==> config.mk <==
export PLATFORM = sky130hd
export DESIGN_NAME = alu_writeback
export DESIGN_NICKNAME = d
export VERILOG_FILES = /design/src/rtl/alu_writeback.sv
export SDC_FILE = /design/constraint.sdc
export NUM_CORES = 1
export LEC_CHECK = 0
export ABC_AREA = 1
export BUFFER_PORTS_ARGS = -buffer_cell sky130_fd_sc_hd__clkbuf_2
export CORE_MARGIN = 2
export CORE_UTILIZATION = 55
export DETAILED_ROUTE_END_ITERATION = 10
export PLACE_DENSITY = 0.78
export SYNTH_ARGS = -nofsm -noshare
export SYNTH_HDL_FRONTEND = slang
export SYNTH_SLANG_ARGS = --single-unit
==> constraint.sdc <==
create_clock -name clk -period 2.5 [get_ports clk]
set_input_delay 0.25 -clock clk [delete_from_list [all_inputs] [get_ports clk]]
set_output_delay 0.25 -clock clk [all_outputs]
set_load 0.03 [all_outputs]
==> src/rtl/alu_writeback.sv <==
// Commit stage behind the 8-bit accumulator ALU: a 2-entry in-order buffer that retires
// instructions into the accumulator or the register-file write port and owns the flag register.
module alu_writeback #(
    parameter int DW = 8,
    parameter int AW = 4
) (
    input  logic          clk,
    input  logic          rst_n,
    input  logic          in_valid,
    output logic          in_ready,
    input  logic          in_optype,
    input  logic [3:0]    in_op,
    input  logic          in_to_acc,
    input  logic [AW-1:0] in_dst,
    input  logic [DW-1:0] in_result,
    input  logic          in_z,
    input  logic          in_c,
    input  logic          in_n,
    input  logic          in_v,
    output logic          rf_we,
    output logic [AW-1:0] rf_waddr,
    output logic [DW-1:0] rf_wdata,
    input  logic          rf_ack,
    output logic [DW-1:0] acc_q,
    output logic [3:0]    flags_q,
    output logic [15:0]   retire_cnt,
    output logic          busy
);

    typedef struct packed {
        logic          optype;
        logic [3:0]    op;
        logic          to_acc;
        logic [AW-1:0] dst;
        logic [DW-1:0] result;
        logic          z;
        logic          c;
        logic          n;
        logic          v;
    } entry_t;

    // Handshake: an instruction transfers at a rising edge where in_valid & in_ready.
    // in_ready depends only on the registered count, never on rf_ack.
    // The write port transfers at a rising edge where rf_we & rf_ack; address/data hold until then.

    entry_t     head;
    entry_t     tail;
    entry_t     in_entry;
    logic [1:0] count;
    logic       head_valid;
    logic       head_writes;
    logic       head_rf;
    logic       push;
    logic       commit;
    logic [3:0]    flags_next;
    logic [DW-1:0] acc_next;

    assign in_entry = {in_optype, in_op, in_to_acc, in_dst, in_result, in_z, in_c, in_n, in_v};

    assign head_valid  = (count != 2'd0);
    assign head_writes = head.optype | ((head.op >= 4'd2) && (head.op <= 4'd9));
    assign head_rf     = head_valid & head_writes & ~head.to_acc;
    assign commit      = head_valid & (~head_rf | rf_ack);

    assign in_ready = (count != 2'd2);
    assign push     = in_valid & in_ready;
    assign busy     = head_valid;
    assign rf_we    = head_rf;
    assign rf_waddr = head.dst;
    assign rf_wdata = head.result;

    // Flag layout is {z,c,n,v}; non-ALU moves and unlisted opcodes leave flags alone.
    always_comb begin
        flags_next = flags_q;
        acc_next   = acc_q;
        if (!head.optype) begin
            case (head.op)
                4'd2, 4'd3:
                    flags_next = {head.result == '0, head.c, head.result[DW-1], head.v};
                4'd4, 4'd5, 4'd6, 4'd7, 4'd8, 4'd9:
                    flags_next = {head.result == '0, flags_q[2], head.result[DW-1], flags_q[0]};
                4'd10:
                    flags_next = {head.z, flags_q[2], head.n, flags_q[0]};
                default: ;
            endcase
        end
        if (head_writes && head.to_acc) begin
            acc_next = head.result;
        end
    end

    // Head lives in a fixed slot so the write port comes straight from flops.
    always_ff @(posedge clk or negedge rst_n) begin
        if (!rst_n) begin
            head       <= '0;
            tail       <= '0;
            count      <= 2'd0;
            acc_q      <= '0;
            flags_q    <= 4'd0;
            retire_cnt <= 16'd0;
        end else begin
            if (push && commit) begin
                if (count == 2'd2) begin
                    head <= tail;
                    tail <= in_entry;
                end else begin
                    head <= in_entry;
                end
            end else if (commit) begin
                head  <= tail;
                count <= count - 2'd1;
            end else if (push) begin
                if (count == 2'd0) begin
                    head <= in_entry;
                end else begin
                    tail <= in_entry;
                end
                count <= count + 2'd1;
            end
            if (commit) begin
                acc_q      <= acc_next;
                flags_q    <= flags_next;
                retire_cnt <= retire_cnt + 16'd1;
            end
        end
    end

endmodule

==> impl_metrics.yaml <==
pwr:
  power.total_uw: 6615
  vdd_drop_max_mv: 0.5849
  intPower_uw: 3441
  pwr-share-seq_pct: 32.4
  p_clk_share_pct: 16.6
  sw_frac_of_total_pct: 47.99
  combPwrFrac_pct: 51.0
  p_sw_uw: 3174
  p_leak_uw: 0.002442
  power_density_nw_per_um2: 1402
cts:
  insertion_delay_ns: 0.35
  root_buffer: "clkbuf_8"
  numClockSinks: 74
  cts_tree: "yes"
  hold_buffers: 0
  clkTransAtPathRegs_ns: 0.08
  cts_buffers: 9
  cts.path.max_buffers: 2
  h-tree-depth: 3
timing:
  grt_setup_unrepaired: "false"
  period_minus_slack_ns: 2.243
  setup_viol: 0
  worst_slew_pin_slew_ns: 0.9351
  tns_ns: 0
  slew_headroom_pct: 37.66
  max_clock_freq_mhz: 445.8
  timing.final.crit_share_pct: 89.73
  finClkSkew_ns: 0.01148
  hold_violations: 0
  maxSlewViolCount: 0
critical_path:
  crit_start: "head[20]"
  start_kind: "flip-flop"
  crit_slowest_cell: "dfrtp_1"
  critical_path_arrival_ns: 2.48
  path_class: "reg2reg"
  crit_chain: "nor2_1 -> nand2_1 -> nand2_1 -> nand2_2 -> nand4_4 -> nand2_2 -> inv_2 -> ha_1 -> clkinv_1 -> buf_12 -> a211oi_1 -> a21oi_1 -> nand2_1 -> nand2_1"
  cp_top_family: "simple AND/OR/NAND/NOR gates"
  cp.required_ns: 2.74
  path_max_fanout: 44
  slowest_delay_ns: 0.42
  rr_startpoint: "head[20]"
  path_buf_inv: 3
  crit_top_cell: "nand2_1"
  crit_path_end_kind: "flip-flop"
die:
  num_rows: 31
  start_util_pct: 57.14
  fp.dieW_um: 91.27
  core_um2: 7331
  fp.dieArea_um2: 8330
  die_y_um: 91.27
  io_pins: 69
placed_design:
  place.gp.congestion: 0.9216
  io_buffers: 68
  post-dp-hpwl_mm: 6.363
  dp.cells: 690
synth:
  synth-warning-count: 0
  avgSynthCellArea_um2: 7.507
  syn_nets: 587
  synth-seq-cells: 74
  synth_cell_types: 26
  synth_top_family_by_area: "simple AND/OR/NAND/NOR gates"
  synthAdderAreaFrac_pct: 0.8961
  ys_seq_area_share_pct: 44.21
  syn_area_um2: 4189
  synth-compound-area-share_pct: 11.98
  synth_mux_area_share_pct: 0
  synth_xor_area_share_pct: 3.345
  synthCells: 558
  synth-simple-area-share_pct: 28.85
final_layout:
  fin_nets: 631
  num_antenna_cells: 0
  drive_gt1_share_pct: 16.83
  area_delta_synth_final_pct: 12.66
  instances_no_fill: 705
route:
  postRouteWirelength_mm: 9.772
  ant_nets: 0
  drtIter0Drc: 345
  vias_per_cell: 5.452
  drtPass1Iterations: 7
  drc: 0
  wl_per_cell_um: 13.86
  vias: 3844
global_routing:
  grt_pass1_wl_mm: 16.35
  grt.overflow.total: 0
  grt_pass1_vias: 3467
  antenna_found_initial: 0
  grtUsageTotal_pct: 24.15
  grt_max_degree: 85
hold_path:
  hold_class: "in2async"
outcome:
  status: "finished, final reports clean"
job:
  maxCapViolCount: 0
## cells in the final DEF (no fill, tap or decap)
cell,count
a211oi_1,21
a211oi_2,2
a21oi_1,24
buf_12,1
buf_4,7
buf_6,1
bufinv_16,3
clkbuf_1,1
clkbuf_2,67
clkbuf_8,9
clkinv_1,1
clkinv_2,1
clkinv_4,1
dfrtp_1,74
ha_1,3
inv_1,47
inv_2,4
nand2_1,148
nand2_2,2
nand3_1,74
nand4_1,7
nand4_4,1
nor2_1,46
nor2_4,2
nor3_1,2
o21ai_0,39
o21ai_1,1
o21ai_2,1
xnor2_1,9
xor2_1,7
## cells by family after synthesis
family,count (synthesis)
DFF,74
and+or+nand+nor,282
adders and majority gates,3
AOI/OAI and AO/OA,88
buffers and inverters,95
xor gates and xnor gates,16
## power groups by stage
stage                     clock network (uW)  registers (uW)  logic [uW]
after detailed placement                   0            2150        3360
after global routing                    1170            2210        3770
final                                   1100            2150        3370
after floorplan                            0            2290        2580
after global placement                     0            2130        3280
after CTS                               1110            2130        3370
## cell type report
cell class	count	area (um2)
clock buffer	10	127.6
clock inverter	5	103.9
fill	654	2611
inverter	52	195.2
multi-input combinational	389	1898
sequential	74	1852
tap	99	123.9
timing repair buffer	76	419.2
## Yosys cell counts
cell	number	area share [%]
buf_4	16	2.9
xnor2_1	9	1.9
o21ai_0	39	4.7
nor2_4	2	0.54
nand4_4	1	0.51
nand2_1	148	13
clkinv_1	1	0.090
ha_1	3	0.90
buf_1	1	0.090
clkbuf_1	15	1.3
clkbuf_2	1	0.12
buf_2	7	0.84
nor2_1	46	4.1
o21ai_2	1	0.21
a21oi_1	24	2.9
nand2_2	2	0.30
xor2_1	7	1.5
nand3_1	74	8.8
nor3_1	2	0.24
a211oi_1	23	4.1
dfrtp_1	74	44
inv_1	47	4.2
nand4_1	7	1.0
o21ai_1	1	0.12
inv_2	4	0.36
buf_6	3	0.81
## through the flow
| stage | instance area [um2] | setup WS (ns) | hold slack (ns) | utilization, % |
|---|---|---|---|---|
| finish | 4720 | 0.2566 | 0.03802 | 64.38 |
| floorplan | 4189 | 0.3700 | -0.04559 | - |
| global placement | 4474 | 0.3046 | 0.4516 | 61.03 |
| global route | 4720 | 0.002045 | 0.1249 | 64.38 |
| detailed placement | 4474 | 0.1785 | 0.4604 | 61.03 |
| CTS | 4706 | 0.1775 | 0.07867 | 64.19 |
## state kept, by name, indices dropped and copies added (netlist names)
signal,count
tail,22
rf_waddr,4
count,2
retire_cnt,16
head,10
rf_wdata,8
acc_q,8
flags_q,4
## metal layers
layer	track usage (%)	routed length, um	vias up
met2	37.53	4577	152
met5	0	0	-
li1	-	-	1889
met1	34.51	4395	1791
met3	4.232	674	12
met4	7.702	124	0
## final timing paths
kind,endpoint,slack (ns),cells after the start
worst max-delay path,head[2],0.26,14
worst min-delay path,retire_cnt[8],0.04,1
worst max register to register,head[2],0.26,14
worst min register to register,acc_q[1],0.49,2
max in group asynchronous,tail[16],1.86,1
min in group clk,tail[18],0.16,3
## what timing repair did
| item | CTS | global route |
|---|---|---|
| resized for setup | 0 | 3 |
| setup buffers | 0 | 0 |
| setup endpoints to repair | 0 | 12 |
Power figures use the tool's default switching activity.
